## src/rtl/iob_ram_bist.sv

```systemverilog
// Self-test initiator for a single-port RAM with a 1-cycle registered read.
// Fills every word with seed+addr, reads it all back and reports the mismatches.
module iob_ram_bist #(
    parameter int DATA_W = 16,
    parameter int ADDR_W = 13
) (
    input  logic              clk,
    input  logic              rst_n,
    input  logic              start,
    input  logic [DATA_W-1:0] seed,
    output logic              busy,
    output logic              done,
    output logic              pass,
    output logic [ADDR_W:0]   err_cnt,
    output logic [ADDR_W-1:0] err_addr,
    output logic [DATA_W-1:0] err_data,
    output logic              mem_w_en,
    output logic              mem_r_en,
    output logic [ADDR_W-1:0] mem_addr,
    output logic [DATA_W-1:0] mem_w_data,
    input  logic [DATA_W-1:0] mem_r_data
);

    typedef enum logic [2:0] {
        IDLE,
        WRITE,
        READ,
        LAST,
        DONE
    } state_t;

    localparam logic [ADDR_W:0] CNT_ONE  = {{ADDR_W{1'b0}}, 1'b1};
    localparam logic [ADDR_W:0] CNT_LAST = {1'b0, {ADDR_W{1'b1}}};
    localparam logic [ADDR_W:0] ERR_MAX  = {(ADDR_W+1){1'b1}};

    state_t            state, state_nxt;
    logic [ADDR_W:0]   cnt, cnt_nxt, cnt_inc, cnt_prev;
    logic [DATA_W-1:0] seed_q, seed_q_nxt, expected;
    logic              compare_en, mismatch;

    logic              busy_nxt, done_nxt, pass_nxt;
    logic [ADDR_W:0]   err_cnt_nxt;
    logic [ADDR_W-1:0] err_addr_nxt;
    logic [DATA_W-1:0] err_data_nxt;
    logic              mem_w_en_nxt, mem_r_en_nxt;
    logic [ADDR_W-1:0] mem_addr_nxt;
    logic [DATA_W-1:0] mem_w_data_nxt;

    // Every output is registered, so the comb block computes the values for the
    // next cycle; cnt is the address being presented during the current cycle.
    always_comb begin
        state_nxt      = state;
        cnt_nxt        = cnt;
        seed_q_nxt     = seed_q;
        busy_nxt       = busy;
        done_nxt       = done;
        pass_nxt       = pass;
        err_cnt_nxt    = err_cnt;
        err_addr_nxt   = err_addr;
        err_data_nxt   = err_data;
        mem_w_en_nxt   = 1'b0;
        mem_r_en_nxt   = 1'b0;
        mem_addr_nxt   = '0;
        mem_w_data_nxt = '0;

        cnt_inc  = cnt + CNT_ONE;
        cnt_prev = cnt - CNT_ONE;
        expected = seed_q + DATA_W'(cnt_prev);
        mismatch = (mem_r_data != expected);

        // Read data always belongs to the address presented one cycle earlier.
        compare_en = ((state == READ) && (cnt != '0)) || (state == LAST);

        if (compare_en && mismatch) begin
            if (err_cnt != ERR_MAX) begin
                err_cnt_nxt = err_cnt + CNT_ONE;
            end
            if (err_cnt == '0) begin
                err_addr_nxt = cnt_prev[ADDR_W-1:0];
                err_data_nxt = mem_r_data;
            end
        end

        case (state)
            IDLE, DONE: begin
                if (start) begin
                    state_nxt      = WRITE;
                    cnt_nxt        = '0;
                    seed_q_nxt     = seed;
                    busy_nxt       = 1'b1;
                    done_nxt       = 1'b0;
                    pass_nxt       = 1'b0;
                    err_cnt_nxt    = '0;
                    err_addr_nxt   = '0;
                    err_data_nxt   = '0;
                    mem_w_en_nxt   = 1'b1;
                    mem_w_data_nxt = seed;
                end
            end
            WRITE: begin
                if (cnt == CNT_LAST) begin
                    state_nxt    = READ;
                    cnt_nxt      = '0;
                    mem_r_en_nxt = 1'b1;
                end else begin
                    cnt_nxt        = cnt_inc;
                    mem_w_en_nxt   = 1'b1;
                    mem_addr_nxt   = cnt_inc[ADDR_W-1:0];
                    mem_w_data_nxt = seed_q + DATA_W'(cnt_inc);
                end
            end
            READ: begin
                cnt_nxt = cnt_inc;
                if (cnt == CNT_LAST) begin
                    state_nxt = LAST;
                end else begin
                    mem_r_en_nxt = 1'b1;
                    mem_addr_nxt = cnt_inc[ADDR_W-1:0];
                end
            end
            LAST: begin
                state_nxt = DONE;
                busy_nxt  = 1'b0;
                done_nxt  = 1'b1;
                pass_nxt  = (err_cnt_nxt == '0);
            end
            default: begin
                state_nxt = IDLE;
                busy_nxt  = 1'b0;
            end
        endcase
    end

    // A low rst_n wins over everything, including a coincident start.
    always_ff @(posedge clk) begin
        if (!rst_n) begin
            state      <= IDLE;
            cnt        <= '0;
            seed_q     <= '0;
            busy       <= 1'b0;
            done       <= 1'b0;
            pass       <= 1'b0;
            err_cnt    <= '0;
            err_addr   <= '0;
            err_data   <= '0;
            mem_w_en   <= 1'b0;
            mem_r_en   <= 1'b0;
            mem_addr   <= '0;
            mem_w_data <= '0;
        end else begin
            state      <= state_nxt;
            cnt        <= cnt_nxt;
            seed_q     <= seed_q_nxt;
            busy       <= busy_nxt;
            done       <= done_nxt;
            pass       <= pass_nxt;
            err_cnt    <= err_cnt_nxt;
            err_addr   <= err_addr_nxt;
            err_data   <= err_data_nxt;
            mem_w_en   <= mem_w_en_nxt;
            mem_r_en   <= mem_r_en_nxt;
            mem_addr   <= mem_addr_nxt;
            mem_w_data <= mem_w_data_nxt;
        end
    end

endmodule

```

## config.mk

```make
export PLATFORM = sky130hd
export DESIGN_NAME = iob_ram_bist
export DESIGN_NICKNAME = d
export VERILOG_FILES = /design/src/rtl/iob_ram_bist.sv
export SDC_FILE = /design/constraint.sdc
export NUM_CORES = 1
export LEC_CHECK = 0
export ABC_AREA = 1
export BUFFER_PORTS_ARGS = -buffer_cell sky130_fd_sc_hd__buf_2
export CAP_MARGIN = 10
export CORE_UTILIZATION = 60
export CTS_BUF_LIST = sky130_fd_sc_hd__clkbuf_4 sky130_fd_sc_hd__clkbuf_8
export CTS_CLUSTER_DIAMETER = 60
export CTS_CLUSTER_SIZE = 24
export DETAILED_ROUTE_END_ITERATION = 8
export PLACE_DENSITY_LB_ADDON = 0.08
export SYNTH_ARGS = -nofsm -noshare
export SYNTH_HDL_FRONTEND = slang
export SYNTH_SLANG_ARGS = --single-unit
```

## constraint.sdc

```tcl
create_clock -name clk -period 5.4 [get_ports clk]
set_input_delay 0.54 -clock clk [delete_from_list [all_inputs] [get_ports clk]]
set_output_delay 0.54 -clock clk [all_outputs]
set_load 0.03 [all_outputs]
```

==> results by group, run 1 <==
Logic synthesis
  – Distinct cells, synth: 40
  – Async set-or-reset flop fraction in the synthesized netlist: 0%
  – Area leader, netlist: dfxtp_1
  – #FFs+latches synth: 110
  – Top-area cell type share of the netlist area: approximately a third
  – Avg Inst Size Synth: 6.76 um^2
  – EDFF count, synth: 0
  – Ys Warns: 0
  – Synth Flop Type: dfxtp_1
  – Mapped Cells: approximately 1000
  – Post-Syn Area: about 0.0067 mm^2
  – Synth top area cells: dfxtp_1 (33%), nand2_1 (13%), inv_1 (8.8%)
  – Post-synthesis sequential area ratio: 32.8%
  – Synth Net Count: 1068

Floorplanning
  – FP Rows: 38
  – Initial core utilization: between 60% and 70%
  – Die Area: about 0.012 mm^2
  – Num ports: between 100 and 150
  – Die Width: 108 um
  – Core ar.: around 0.011 mm^2
  – Die Y-Extent: ~110 um

Global route
  – First-pass GRT wire length: 27100 um
  – GRT met2 Usage: about half
  – M3 GR Usage: under 10%
  – M1 GR Usage: 39.3%
  – Global route hottest layer: met2
  – Initial antenna violation count: 0
  – GRT Total Usage: a little under a third
  – Largest net degree at the start of global routing: between 50 and 60
  – Grt total ovfl: 0
  – Number of global-route vias before repair: between 5000 and 6000

Clocking
  – Hold buffer count at CTS: 0
  – TritonCTS Buffers: 9
  – Htree depth: 3
  – Post-CTS setup buffer count: 0
  – Post-cts resize count: 0
  – CTS root buf: clkbuf_8
  – Total clock sinks: 110
  – Clk buf depth: 2
  – Clk Latency, worst-skew pair: approximately 0.40 ns
  – TritonCTS clock tree: done
  – Reg clk slew, reported paths: 0.10 ns

STA
  – RSZ-0062 raised after global routing: no
  – Fin Hold WS: a little over 0.4 ns
  – Slew at the pin closest to its max-slew limit: around 0.9 ns
  – Final hold vios: 0
  – Max-slew violations: 0
  – Achievable Freq: approximately 220 MHz
  – Layout Skew: between 0.02 and 0.025 ns
  – PnR worst setup slack: 0.813 ns
  – Fin crit period: roughly 4.6 ns
  – Final-report setup violation count: 0
  – Post-route setup TNS: 0 ns
  – Slew HR: between 40% and 50%
  – Tcrit/Tclk final: between 80 and 90%

Place
  – Post-DP HPWL: between 10000 and 15000 um
  – IO Port Bufs: 111
  – Setup WS pre-CTS: 0.848 ns
  – Routability cong.: approximately 0.93

Route
  – 1st-iter DRT viols: around 350
  – # DRC: 0
  – Detailed Route WL: between 15000 and 20000 um
  – Detailed Routing Iterations Pass 1: 5
  – Final ANT Viol Nets: 0
  – Via density: 5.24
  – Average wire per standard cell: 13.6 um
  – DR vias: 6483

Final layout
  – Footprint of the multi-input gates: 0.00376 mm^2
  – Layout cells sized above 1: ~15%
  – Commonest non-fill, non-tap cell in the layout: nand2_1
  – Fillers: 983
  – Area grow syn2layout: 12.0%
  – Final #Nets: between 1000 and 1500
  – FF+latch area: 0.00220 mm^2
  – Most frequent cells in the layout: nand2_1 (233), inv_1 (157), nor2_1 (112), buf_2 (111), dfxtp_1 (110)
  – Inserted Diodes: 0

Hold path
  – Worst hold path type: primary input to flop

Status
  – Status: finished clean

Run
  – Max cap viols: 0

Pwr
  – Clock power share: about 15%
  – Sw power: approximately 1600 uW
  – P_leak: around 0.0037 uW
  – Logic pwr share: a little under three fifths
  – Max VDD drop: between 200 and 300 uV
  – Switch share: 48.7%
  – Sequential cell fraction of total power: a little under a third
  – PwrDens: approximately 430 mW/mm^2
  – Internal: between 1500 and 2000 uW

Worst setup path
  – WP data required: approximately 5.7 ns
  – Setup CP Type: flop to flop
  – Crit path capture type: flop
  – Max Fanout on Critical Path: 52
  – WP data arrival: 4.90 ns
  – Critical Path Start Type: flop
## state kept, by name (all words and copies together), names as in the netlist
name        cells
busy            1
cnt            14
done            1
err_addr       13
err_cnt        14
err_data       16
mem_addr       13
mem_r_en        1
mem_w_data     16
mem_w_en        1
pass            1
seed_q         16
state           3
## cells in the mapped netlist, types with 9 or more instances
master	instances
a211oi_2	16
a21oi_1	85
clkbuf_1	14
dfxtp_1	110
ha_1	38
inv_1	157
nand2_1	233
nand3_1	54
nand4_1	10
nor2_1	112
nor3_1	18
o21ai_0	36
o22ai_1	9
xor2_1	35
## layout make-up
type                       instances  area share (%)
timing repair buffer             116            7.88
clock inverter                     5           0.515
clock buffer                      11            1.93
sequential                       110            29.3
multi-input combinational        694            50.0
tap                              140            2.33
inverter                         162            8.11
## critical path, cell delays in order, from the launching register on
cell	delay, ns
dfxtp_1	0.38
inv_1	0.15
nand2_1	0.10
nor3_1	0.25
nand3_1	0.16
nor3_1	0.26
nand3_1	0.16
nor3_1	0.23
xor2_1	0.22
ha_1	0.28
a21oi_1	0.15
nand2_1	0.07
a21oi_1	0.15
nand3_1	0.12
a21oi_1	0.16
nor2_1	0.08
nand3_4	0.19
nand2_4	0.12
inv_4	0.11
nand4_4	0.55
buf_4	0.41
a211oi_2	0.17
## power by group through the flow
| stage | sequential (uW) | combinational, uW | clock [uW] |
|---|---|---|---|
| 2_1_floorplan | 1110 | 1260 | 0 |
| 3_3_place_gp | 994 | 1770 | 0 |
| 3_5_place_dp | 996 | 1780 | 0 |
| 4_1_cts | 979 | 1790 | 493 |
| 5_1_grt | 993 | 2020 | 526 |
| 6_report | 980 | 1790 | 486 |
## worst paths after layout
path / startpoint / end / slack [ns] / cells past startpoint
worst max-delay path: cnt[0] / err_data[0] / 0.81 / 21
worst min-delay path: seed[5] / seed_q[5] / 0.40 / 3
worst max register to register: cnt[0] / err_data[0] / 0.81 / 21
worst min register to register: err_addr[12] / err_addr[12] / 0.45 / 2
## per-layer routing
| metal | share of wire (%) | wire, um |
|---|---|---|
| met1 | 46 | 7710 |
| met2 | 45 | 7660 |
| met3 | 6.0 | 1010 |
| met4 | 2.7 | 459 |
| met5 | 0 | 0 |
## cell families (layout without fill, tap and decap cells)
logic type / count (synthesis) / count (layout) / synth area share, %
AOI/OAI and AO/OA: 163 / 163 / 14.7
xor gates and xnor gates: 39 / 39 / 5.09
and+or+nand+nor: 452 / 452 / 28.5
buffers and inverters: 189 / 294 / 11.2
DFF: 110 / 110 / 32.8
adders and majority gates: 40 / 40 / 7.68
## metrics by stage
stage,total power (uW),cell area (um^2),instances,utilization [%]
floorplan,2370,6720,993,-
global placement,2760,7340,1222,67.4
detailed placement,2770,7340,1222,67.4
CTS,3260,7520,1238,69.1
global route,3540,7520,1238,69.1
finish,3260,7520,1238,69.1
(Power assumes the default switching activity.)
==> run 2: changes to the inputs <==
CORE_UTILIZATION = 59   (was 60)
clock period = 4.3 ns   (was 5.4 ns; I/O delays follow)
==> results by group, run 2 (same netlist as run 1, synthesis figures left out) <==
Status
  – Status: finished clean

Floorplanning
  – Die Width: 109 um (+0.83%)
  – Core ar.: 0.0110 mm^2 (+0.87%)
  – Num ports: 112 (unchanged)
  – Die Y-Extent: 109 um (+0.83%)
  – FP Rows: 38 (unchanged)
  – Die Area: 0.0118 mm^2 (+1.7%)
  – Initial core utilization: 61.2% (-0.53 points)

STA
  – Achievable Freq: 261 MHz (+20%)
  – Final hold vios: 0 (unchanged)
  – Fin Hold WS: 0.281 ns (-0.123 ns)
  – Max-slew violations: 0 (unchanged)
  – Fin crit period: 3.84 ns (-0.750 ns)
  – RSZ-0062 raised after global routing: no
  – Slew HR: 44.2% (+3.0 points)
  – Final-report setup violation count: 0 (unchanged)
  – Tcrit/Tclk final: 89.2% (+4.3 points)
  – Layout Skew: 0.00970 ns (-0.0130 ns)
  – Post-route setup TNS: 0 ns (unchanged)
  – Slew at the pin closest to its max-slew limit: 0.835 ns (-0.0447 ns)

Global route
  – Number of global-route vias before repair: 5853 (+3.7%)
  – First-pass GRT wire length: 27600 um (+1.9%)
  – GRT Total Usage: 30.4% (+0.23 points)
  – Grt total ovfl: 0 (unchanged)
  – Largest net degree at the start of global routing: 52 (-1.9%)
  – Initial antenna violation count: 0 (unchanged)

Place
  – Routability cong.: 0.972 (+4.6%)
  – IO Port Bufs: 111 (unchanged)
  – Post-DP HPWL: 13100 um (-0.47%)

Final layout
  – Fillers: 990 (+0.71%)
  – Inserted Diodes: 0 (unchanged)
  – Area grow syn2layout: 13.4%
  – Most frequent cells in the layout: nand2_1 (233), inv_1 (157), nor2_1 (112), buf_2 (111), dfxtp_1 (110)
  – Commonest non-fill, non-tap cell in the layout: nand2_1
  – Largest regs: err_data (16), mem_w_data (16), seed_q (16)
  – Final #Nets: 1173 (+0.43%)
  – Layout cells sized above 1: 15.8% (+0.66 points)

Clocking
  – Clk buf depth: 2 (unchanged)
  – Htree depth: 3 (unchanged)
  – Hold buffer count at CTS: 0 (unchanged)
  – TritonCTS clock tree: done
  – Total clock sinks: 110 (unchanged)
  – TritonCTS Buffers: 9 (unchanged)
  – Clk Latency, worst-skew pair: 0.41 ns (about the same)
  – Reg clk slew, reported paths: 0.11 ns (about the same)
  – CTS root buf: clkbuf_8

Worst setup path
  – Reg2reg end: err_addr[0]
  – RR Startpoint: cnt[0]
  – WP data arrival: 4.14 ns (-0.76 ns)
  – Slowest CP cell: dfxtp_1
  – Slack of the worst reg-to-reg path: 0.46 ns (-0.35 ns)
  – Max Fanout on Critical Path: 13 (-75%)
  – WP data required: 4.60 ns (-1.12 ns)
  – Setup CP Type: flop to flop
  – Crit path capture type: flop
  – Critical Path Start Type: flop
  – Cell mode on critical path: a21oi_1
  – Cell Chain, Critical Path: inv_1, nand2_1, nor3_2, nand3_1, nor3_2, nand3_1, nor3_2, xor2_1, ha_1, a21oi_1, nand2_1, a21oi_1, nand3_1, a21oi_1, nor2_1, nand3_4, nand2_4, inv_4, nand4_4, buf_4, o21ai_0, a21oi_1
  – Cells on worst reg2reg path: 22 (+4.8%)
  – CP max stage delay: 0.37 ns (-0.18 ns)

Hold path
  – HP Start: seed[8]
  – Worst hold path type: primary input to flop
  – Worst Hold Depth: 3 (unchanged)
  – Min-Delay Endpoint: seed_q[8]

Pwr
  – Clock power share: 15.9% (+1.0 points)
  – Total chip power: 4190 uW (+29%)
  – Logic pwr share: 54.8% (-0.2 points)
  – Internal: 2150 uW (+29%)
  – P_leak: 0.00374 uW (+0.73%)
  – Switch share: 48.6% (about the same)
  – Max VDD drop: 337 uV (+22%)
  – Sw power: 2040 uW (+29%)
  – PwrDens: 551 mW/mm^2 (+27%)
  – Sequential cell fraction of total power: 29.3% (-0.8 points)

Route
  – DR vias: 6559 (+1.2%)
  – 1st-iter DRT viols: 486 (+38%)
  – Final ANT Viol Nets: 0 (unchanged)
  – # DRC: 0 (unchanged)
  – Detailed Route WL: 17400 um (+3.1%)
  – Detailed Routing Iterations Pass 1: 8 (+3)
  – Via density: 5.28 (+0.77%)
  – Average wire per standard cell: 14.0 um (+2.6%)

Run
  – Max cap viols: 0 (unchanged)
-- run 2: stage by stage --
stage	instances	util (%)	setup slack, ns	cell area (um^2)
after floorplan	993	-	0.802	6720
after global placement	1224	67.1	0.382	7370
after detailed placement	1224	67.1	0.168	7370
after CTS	1240	69.0	0.158	7570
after global routing	1243	69.3	0.00307	7620
final	1243	69.3	0.463	7620
-- run 2: power by group through the flow --
stage / clock network (uW) / registers, uW / logic, uW
floorplan: 0 / 1390 / 1580
global placement: 0 / 1250 / 2220
detailed placement: 0 / 1250 / 2240
CTS: 677 / 1230 / 2260
global route: 714 / 1250 / 2580
finish: 666 / 1230 / 2300
-- run 2: worst max-delay path, delay by kind of cell (launching register included) --
kind,cells,cell delay (ns)
buffers and inverters,3,0.48
and+or+nand+nor,12,1.61
adders and majority gates,1,0.29
AOI/OAI and AO/OA,5,0.74
DFF,1,0.37
xor gates and xnor gates,1,0.23
-- run 2: timing repair --
item	in CTS	in global routing
resized for setup	0	3
setup buffers	0	2
setup endpoints to repair	0	30
-- run 2: metal layers --
metal / vias up / wire (um) / GRT usage (%)
li1: 3376 / - / -
met1: 2926 / 7870 / 39.7
met2: 217 / 7730 / 47.8
met3: 40 / 1160 / 6.28
met4: 0 / 595 / 14.4
met5: - / 0 / 0
-- run 2: how the worst max path moves through the flow --
stage,from,end,slack [ns]
2_1_floorplan,cnt[2],err_data[10],0.80
3_3_place_gp,cnt[0],err_data[2],0.38
3_5_place_dp,cnt[0],err_data[3],0.17
4_1_cts,cnt[0],err_data[3],0.16
5_1_grt,cnt[0],pass,0.003
6_report,cnt[0],err_addr[0],0.46
-- run 2: cell type report --
| class | count | area [um^2] | area share (%) |
|---|---|---|---|
| multi-input cells | 695 | 3790 | 49.7 |
| clock inverters | 7 | 81.3 | 1.07 |
| inverters | 162 | 611 | 8.02 |
| clock buffers | 9 | 124 | 1.63 |
| repair buffers | 120 | 636 | 8.35 |
| well taps | 140 | 175 | 2.30 |
| flip-flops and latches | 110 | 2200 | 28.9 |
==> run 3: changes to the inputs <==
CORE_MARGIN = 3   (was not set)
==> results by group, run 3 (same netlist as run 1, synthesis figures left out) <==
Worst setup path
  – Reg2reg end: err_addr[10]
  – RR Startpoint: cnt[0]
  – Cells on worst reg2reg path: 22 (unchanged)
  – Crit path capture type: flop
  – Setup CP Type: flop to flop
  – WP data arrival: 4.19 ns (+0.05 ns)
  – Critical Path Start Type: flop
  – WP data required: 4.57 ns (-0.03 ns)
  – Slack of the worst reg-to-reg path: 0.38 ns (-0.08 ns)
  – Max Fanout on Critical Path: 13 (unchanged)

Hold path
  – HP Start: seed[9]
  – Min-Delay Endpoint: seed_q[9]
  – Worst hold path type: primary input to flop
  – Worst Hold Depth: 3 (unchanged)

Route
  – 1st-iter DRT viols: 578 (+19%)
  – Via density: 5.31 (+0.58%)
  – DR vias: 6592 (+0.50%)
  – # DRC: 0 (unchanged)
  – Detailed Route WL: 17500 um (+1.1%)
  – Detailed Routing Iterations Pass 1: 8 (unchanged)
  – Average wire per standard cell: 14.1 um (+1.2%)
  – Final ANT Viol Nets: 0 (unchanged)

Clocking
  – CTS root buf: clkbuf_8
  – Total clock sinks: 110 (unchanged)
  – Clk Latency, worst-skew pair: 0.39 ns (-0.02 ns)
  – Htree depth: 3 (unchanged)
  – Reg clk slew, reported paths: 0.10 ns (about the same)
  – TritonCTS Buffers: 9 (unchanged)
  – Clk buf depth: 2 (unchanged)
  – TritonCTS clock tree: done

Final layout
  – Largest regs: err_data (16), mem_w_data (16), seed_q (16)
  – Area grow syn2layout: 13.0%
  – Inserted Diodes: 0 (unchanged)
  – Finished Layout Cells: 1242 (-0.080%)
  – Fillers: 1015 (+2.5%)
  – Most frequent cells in the layout: nand2_1 (233), inv_1 (157), nor2_1 (112), buf_2 (111), dfxtp_1 (110)
  – Commonest non-fill, non-tap cell in the layout: nand2_1
  – Design area: 0.00759 mm^2 (-0.34%)
  – Layout cells sized above 1: 15.6% (-0.17 points)
  – Final #Nets: 1172 (-0.085%)

Pwr
  – Max VDD drop: 306 uV (-9.3%)
  – Logic pwr share: 55.3% (+0.5 points)
  – P_leak: 0.00374 uW (about the same)
  – Sequential cell fraction of total power: 29.7% (+0.4 points)
  – Switch share: 48.6% (about the same)
  – Sw power: 2020 uW (-0.93%)
  – PwrDens: 548 mW/mm^2 (-0.59%)
  – Internal: 2130 uW (-0.92%)
  – Clock power share: 15.0% (-0.9 points)

STA
  – Achievable Freq: 255 MHz (-2.1%)
  – PnR worst setup slack: 0.382 ns (-0.0810 ns)
  – Layout Skew: 0.0121 ns (+0.00242 ns)
  – Slew HR: 44.7% (+0.55 points)
  – Fin crit period: 3.92 ns (+0.0810 ns)
  – Max-slew violations: 0 (unchanged)
  – Final-report setup violation count: 0 (unchanged)
  – Slew at the pin closest to its max-slew limit: 0.827 ns (-0.00823 ns)
  – Final hold vios: 0 (unchanged)
  – Tcrit/Tclk final: 91.1% (+1.9 points)
  – Fin Hold WS: 0.309 ns (+0.0278 ns)

Place
  – Setup WS pre-CTS: 0.181 ns (+0.0132 ns)
  – Placed cell area: 0.00737 mm^2 (unchanged)
  – Routability cong.: 0.982 (+1.0%)
  – IO Port Bufs: 111 (unchanged)
  – Post-DP HPWL: 13400 um (+1.9%)
  – Placed Cells: 1224 (unchanged)

Global route
  – First-pass GRT wire length: 28500 um (+3.2%)
  – Grt total ovfl: 0 (unchanged)
  – Initial antenna violation count: 0 (unchanged)
  – Largest net degree at the start of global routing: 51 (-1.9%)
  – GRT Total Usage: 27.4% (-3.0 points)
  – Number of global-route vias before repair: 6008 (+2.6%)

Status
  – Status: finished clean

Floorplanning
  – Die Width: 113 um (+3.7%)
  – Core ar.: 0.0110 mm^2 (unchanged)
  – Die Area: 0.0127 mm^2 (+7.5%)
  – Die Y-Extent: 113 um (+3.7%)
  – Initial core utilization: 61.2% (unchanged)
  – FP Rows: 38 (unchanged)
  – Num ports: 112 (unchanged)

Run
  – Max cap viols: 0 (unchanged)
-- run 3: cell count changes in the layout (fill, tap and decap cells not counted) --
cell	previous run	this run
clkbuf_4	0	2
clkbuf_8	9	11
clkinvlp_4	3	1
buf_4	8	7
bufinv_16	1	0
inv_8	1	0
nor3_1	15	16
nor3_2	4	3
-- run 3: worst max-delay path by stage --
stage / to / slack (ns) / start / depth (start not counted)
after floorplan: err_data[10] / 0.80 / cnt[2] / 24
after global placement: err_data[2] / 0.36 / cnt[0] / 22
after detailed placement: err_data[9] / 0.18 / cnt[0] / 22
after CTS: err_data[9] / 0.16 / cnt[0] / 22
after global routing: err_data[15] / -0.01 / cnt[0] / 22
final: err_addr[10] / 0.38 / cnt[0] / 22
-- run 3: cell type report --
cell class	count	area, um^2	share of cell area [%]
clock buffers	13	166	2.19
clock inverters	3	25.0	0.330
inverters	162	611	8.04
multi-input cells	695	3780	49.8
flip-flops and latches	110	2200	29.0
well taps	140	175	2.31
repair buffers	119	628	8.28
-- run 3: metrics by stage --
step / setup TNS [ns] / utilization, % / power, uW
2_1_floorplan: 0 / - / 2980
3_3_place_gp: 0 / 67.1 / 3470
3_5_place_dp: 0 / 67.1 / 3500
4_1_cts: 0 / 68.8 / 4120
5_1_grt: -0.0103 / 69.1 / 4500
6_report: 0 / 69.1 / 4160
-- run 3: critical path, stage by stage (launching register included) --
cell,delay [ns]
dfxtp_1,0.37
inv_1,0.16
nand2_1,0.12
nor3_2,0.17
nand3_1,0.17
nor3_2,0.21
nand3_1,0.15
nor3_1,0.20
xor2_1,0.23
ha_1,0.29
a21oi_1,0.15
nand2_1,0.06
a21oi_1,0.17
nand3_1,0.12
a21oi_1,0.17
nor2_1,0.08
nand3_4,0.09
nand2_4,0.09
inv_4,0.12
nand4_4,0.21
buf_4,0.23
o21ai_0,0.17
a21oi_1,0.06
-- run 3: what timing repair did --
action | 4_1_cts | 5_1_grt
hold buffers | 0 | 0
endpoints found under the hold margin | 0 | 0
resized for setup | 0 | 2
setup buffers | 0 | 1
endpoints found under the setup margin | 0 | 30
-- run 3: power groups by stage --
stage,clock (uW),combinational (uW),sequential [uW]
2_1_floorplan,0,1580,1390
5_1_grt,670,2590,1250
3_5_place_dp,0,2250,1250
4_1_cts,631,2260,1230
6_report,623,2300,1230
3_3_place_gp,0,2220,1250
-- run 3: metal layers --
metal / track usage, % / vias to the layer above / wire [um]
met1: 38.2 / 2948 / 8090
met4: 11.4 / 0 / 592
met3: 3.26 / 40 / 1140
li1: - / 3376 / -
met2: 43.2 / 228 / 7720
met5: 0 / - / 0
